## src/rtl/fifo_pkg.sv

```systemverilog
// Shared widths and the lane-ordering helper for the byte-to-word packer
// and the 32-bit FIFO it feeds.
package fifo_pkg;

  localparam int WORD_W = 32;
  localparam int BYTE_W = 8;
  localparam int LANES  = 4;
  localparam int CNT_W  = 16;
  localparam int LANE_W = $clog2(LANES);

  typedef logic [LANE_W-1:0] lane_t;
  typedef logic [BYTE_W-1:0] byte_t;
  typedef logic [WORD_W-1:0] word_t;
  typedef logic [CNT_W-1:0]  count_t;

  // Lane k of 'lanes' sits at bits [8k+7:8k]; big-endian mirrors lane 0 to the top byte.
  function automatic word_t order_lanes(input word_t lanes, input bit big_endian);
    word_t w;
    w = '0;
    for (int k = 0; k < LANES; k++) begin
      if (big_endian)
        w[(LANES-1-k)*BYTE_W +: BYTE_W] = lanes[k*BYTE_W +: BYTE_W];
      else
        w[k*BYTE_W +: BYTE_W] = lanes[k*BYTE_W +: BYTE_W];
    end
    return w;
  endfunction

endpackage

```

## src/rtl/word_packer.sv

```systemverilog
// Packs a byte stream into 32-bit words for a downstream FIFO.
// Define WORD_PACKER_FLUSH_EN to add the flush port for zero-padded partial words.
module word_packer
  import fifo_pkg::*;
#(
  parameter int BIG_ENDIAN = 0
) (
  input  logic              clk,
  input  logic              rst,
  input  logic              in_valid,
  input  logic [BYTE_W-1:0] in_data,
  output logic              in_ready,
`ifdef WORD_PACKER_FLUSH_EN
  input  logic              flush,
`endif
  input  logic              full,
  output logic              w_en,
  output logic [WORD_W-1:0] data_in,
  output logic [CNT_W-1:0]  word_count
);

  localparam int ASM_W = (LANES - 1) * BYTE_W;

  lane_t             cnt;
  logic [ASM_W-1:0]  asm_reg;
  word_t             word_reg;
  logic              word_valid;
  count_t            count_q;

  logic              accept;
  logic              slot_free;
  logic              last_lane;
  logic              load_full;
  logic              load_flush;
  logic              ready_base;
  word_t             lanes_merged;

  assign w_en       = word_valid & ~full;
  assign data_in    = word_reg;
  assign word_count = count_q;

  assign slot_free  = ~word_valid | w_en;
  assign last_lane  = (cnt == lane_t'(LANES - 1));
  assign ready_base = ~(word_valid & ~w_en & last_lane);
  assign accept     = in_valid & in_ready;
  assign load_full  = accept & last_lane;

  // Unfilled lanes of asm_reg are always zero, which gives flush its padding for free.
  always_comb begin
    lanes_merged = {{BYTE_W{1'b0}}, asm_reg};
    for (int k = 0; k < LANES; k++) begin
      if (accept && cnt == lane_t'(k))
        lanes_merged[k*BYTE_W +: BYTE_W] = in_data;
    end
  end

`ifdef WORD_PACKER_FLUSH_EN
  logic flush_pend;
  logic has_partial;
  logic flush_req;
  logic set_pend;

  assign has_partial = accept ? ~last_lane : (cnt != '0);
  assign flush_req   = flush | flush_pend;
  assign load_flush  = flush_req & has_partial & slot_free;
  assign set_pend    = flush & has_partial & ~slot_free;
  assign in_ready    = ready_base & ~flush_pend;

  // Pending flush blocks new bytes so the padded word holds exactly what was flushed.
  always_ff @(posedge clk) begin
    if (rst)
      flush_pend <= 1'b0;
    else if (load_flush)
      flush_pend <= 1'b0;
    else if (set_pend)
      flush_pend <= 1'b1;
  end
`else
  assign load_flush = 1'b0;
  assign in_ready   = ready_base;
`endif

  always_ff @(posedge clk) begin
    if (rst) begin
      cnt        <= '0;
      asm_reg    <= '0;
      word_reg   <= '0;
      word_valid <= 1'b0;
      count_q    <= '0;
    end else begin
      // A load on the same edge as a write keeps word_valid high: back-to-back words.
      if (load_full | load_flush) begin
        word_reg   <= order_lanes(lanes_merged, BIG_ENDIAN != 0);
        word_valid <= 1'b1;
        cnt        <= '0;
        asm_reg    <= '0;
      end else begin
        if (w_en)
          word_valid <= 1'b0;
        if (accept) begin
          cnt     <= cnt + 1'b1;
          asm_reg <= lanes_merged[ASM_W-1:0];
        end
      end
      if (w_en)
        count_q <= count_q + 1'b1;
    end
  end

endmodule

```

## config.mk

```make
export PLATFORM = sky130hd
export DESIGN_NAME = word_packer
export DESIGN_NICKNAME = d
export VERILOG_FILES = /design/src/rtl/fifo_pkg.sv /design/src/rtl/word_packer.sv
export SDC_FILE = /design/constraint.sdc
export NUM_CORES = 1
export LEC_CHECK = 0
export BUFFER_PORTS_ARGS = -buffer_cell sky130_fd_sc_hd__buf_2
export CELL_PAD_IN_SITES_DETAIL_PLACEMENT = 1
export CELL_PAD_IN_SITES_GLOBAL_PLACEMENT = 1
export CORE_UTILIZATION = 44
export CTS_CLUSTER_SIZE = 25
export DETAILED_ROUTE_END_ITERATION = 8
export PLACE_DENSITY = 0.93
export SYNTH_ARGS = -nofsm -noshare
export SYNTH_HDL_FRONTEND = slang
export SYNTH_SLANG_ARGS = --single-unit
export TNS_END_PERCENT = 5
```

## constraint.sdc

```tcl
create_clock -name clk -period 4.49 [get_ports clk]
set_input_delay 0.898 -clock clk [delete_from_list [all_inputs] [get_ports clk]]
set_output_delay 0.898 -clock clk [all_outputs]
set_load 0.05 [all_outputs]
```

==> results by group <==
Critical path
  • CP Capture Type: output port
  • CP dominant cell by count: buf_2
  • Crit path largest cell delay: about 0.33 ns
  • Worst path arrival time: 1.66 ns
  • CP max stage cell: buf_2
  • Crit path required time: ~3.6 ns
  • Crit start category: primary input
  • Crit path cell chain: buf_2 -> nor2b_1 -> buf_2
  • Crit Path Category: in -> out
  • Critical path peak fanout: 5

Floorplan
  • Die Wd: approximately 86 um
  • Starting Density: 45.3%
  • Die footprint: ~0.0073 mm2
  • # IOs: 62
  • Core Area: approximately 0.0068 mm2
  • Cell row count: 30
  • Die height: 85.7 um

Global routing
  • Vias in the first global route: between 2000 and 3000
  • Largest net degree at the start of global routing: between 50 and 60
  • Overflow left after global routing: 0
  • First-pass GRT wire length: between 10 and 15 mm
  • Initial antenna violation count: 0
  • Total track usage: 22.9%

Timing
  • Setup TNS: 0 ns
  • Clock skew: between 0.005 and 0.006 ns
  • Final Max Slew Viols: 0
  • Post-layout min period: 2.56 ns
  • RSZ-0062 raised after global routing: false
  • PnR worst setup slack: 1.93 ns
  • Setup Viol. Count Final: 0
  • Fin crit share: roughly 57%
  • Slew margin rel.: ~35%
  • Worst Max-Slew Pin Slew: 0.981 ns
  • Hold Fails Final Rpt: 0
  • Fmax: 390 MHz

Detailed routing
  • Vias: 2545
  • Total Routed Length: ~8 mm
  • DR pass1 iterations: 4
  • DRT antenna net count: 0
  • DR iter-0 viols: around 130
  • # DRC: 0
  • WL per Instance: approximately 17 um
  • Vias/cell: 5.35

Clock tree
  • Post-CTS Setup Bufs: 0
  • Root buffer cell: clkbuf_8
  • TritonCTS clock tree: yes
  • Post-CTS resize count: 0
  • TritonCTS Buffers: 9
  • Deepest level of the CTS H-tree: 3
  • Clock Sinks: 75
  • Clk Latency, worst-skew pair: about 0.35 ns
  • Worst-path clk slew: around 0.070 ns
  • Clk buf depth: 2
  • CTS Hold Bufs: 0

Final layout
  • Finished Core Util: 54.3%
  • Fin nets: approximately 390
  • Area grow syn2layout: 19.7%
  • Antenna Cells: 0
  • Max reg flops: 32
  • Layout cells sized above 1: a little over a fifth

Place
  • DP Worst Slack: around 1.9 ns
  • Port-buffer cells: between 60 and 70
  • Placer Congestion: ~0.76
  • DP HPWL: approximately 5.1 mm

Worst hold path
  • Worst min-delay path class: reg -> reg

Pwr
  • VDD IR-drop max: around 0.2 mV
  • PwrDens: 409 mW/mm2
  • Leakage: 1.66 nW

Yosys
  • Syn nets: about 340
  • Netlist cell types: 34
  • Seq cells post-synth: 75
  • Synth Area per Inst: roughly 9.6 um2
  • Post-synthesis sequential area ratio: 48.7%
  • Cell area after synthesis: just over 0.003 mm2
  • YS warnings: 0
  • Mapped Cells: 322

Job
  • # Max-Cap Violations: 0

Status
  • Status: finished clean
## final timing paths
check	endpoint	slack, ns	start	cells past startpoint
max reg2reg	asm_reg[14]$_SDFFE_PP0P_	2.38	cnt[1]$_SDFFE_PP0P_	5
min	data_in[26]$_SDFFE_PP0P_	0.45	data_in[26]$_SDFFE_PP0P_	2
max	w_en	1.93	full	3
min reg2reg	data_in[26]$_SDFFE_PP0P_	0.45	data_in[26]$_SDFFE_PP0P_	2
## synth_stat cells, drive strengths merged
master,instances,share of area (%)
nor2b,1,0.20
nand2,26,3.2
nand3b,1,0.65
nand3,7,1.5
or2,1,0.20
buf,13,1.9
nor2,63,7.7
or3,2,0.45
mux2i,49,16
a21oi,13,2.1
xor2,6,1.7
xnor2,6,1.7
dfxtp,75,49
nand4,5,1.5
a211oi,24,5.8
nor4,2,0.41
a41o,1,0.32
clkbuf,7,0.85
o21ai,2,0.32
nand2b,1,0.20
and3,1,0.20
inv,3,0.37
o31ai,1,0.24
nor3,2,0.32
and4,2,0.65
or4,1,0.24
and4b,1,0.32
ha,5,2.0
a311oi,1,0.28
## layout by cell type, fill, tap and decap left out, drive strengths merged, types with 2 or more instances in the layout
cell type,Yosys,final
dfxtp,75,75
bufinv,0,4
nor3,2,2
a21oi,13,13
or3,2,2
and4,2,2
nand3,7,7
clkbuf,7,11
ha,5,5
nand4,5,5
nand2,26,26
nor4,2,2
xor2,6,6
buf,13,62
a211oi,24,24
inv,3,3
xnor2,6,6
nor2,63,63
mux2i,49,49
o21ai,2,2
## report_power, final
| part | internal (mW) | leakage (nW) | switching (mW) |
|---|---|---|---|
| logic | 0.0495 | 0.926 | 0.0905 |
| registers | 0.682 | 0.607 | 0.0102 |
| clock network | 0.425 | 0.128 | 0.252 |
## metal layers
metal | global-route usage [%] | wire length [um] | up-vias
met5 | 0 | 0 | -
met4 | 11.2 | 192 | 0
met3 | 3.95 | 258 | 17
met2 | 37.6 | 3840 | 50
met1 | 29.2 | 3670 | 1252
li1 | - | - | 1226
## layout make-up
class	instances	area, um2
fillers	794	3110
clock inverters	5	125
repair buffers	62	313
inverters	3	11.3
well taps	96	120
multi-input cells	224	1490
flip-flops and latches	75	1500
clock buffers	11	131
## metrics by stage
| step | total power, mW | cell area, um2 | instances | hold slack, ns |
|---|---|---|---|---|
| 3_3_place_gp | 0.838 | 3430 | 460 | 0.440 |
| 5_1_grt | 1.56 | 3690 | 476 | 0.484 |
| 4_1_cts | 1.52 | 3690 | 476 | 0.456 |
| 2_1_floorplan | 0.807 | 3080 | 322 | 0.463 |
| 6_report | 1.51 | 3690 | 476 | 0.452 |
| 3_5_place_dp | 0.844 | 3430 | 460 | 0.454 |
## critical path: cells and delay by family
kind	cells	cell delay (ns)
simple gates	1	0.30
buf+inv	2	0.46
## kinds of logic (layout without fill, tap and decap cells)
family,after synthesis,after routing,synth area share [%]
adders and majority gates,5,5,2.03
xor gates and xnor gates,12,12,3.41
AOI/OAI and AO/OA,42,42,9.14
muxes,49,49,15.9
buffers and inverters,23,81,3.09
DFF,75,75,48.7
and+or+nand+nor,116,116,17.7
Power figures use the tool's default switching activity.
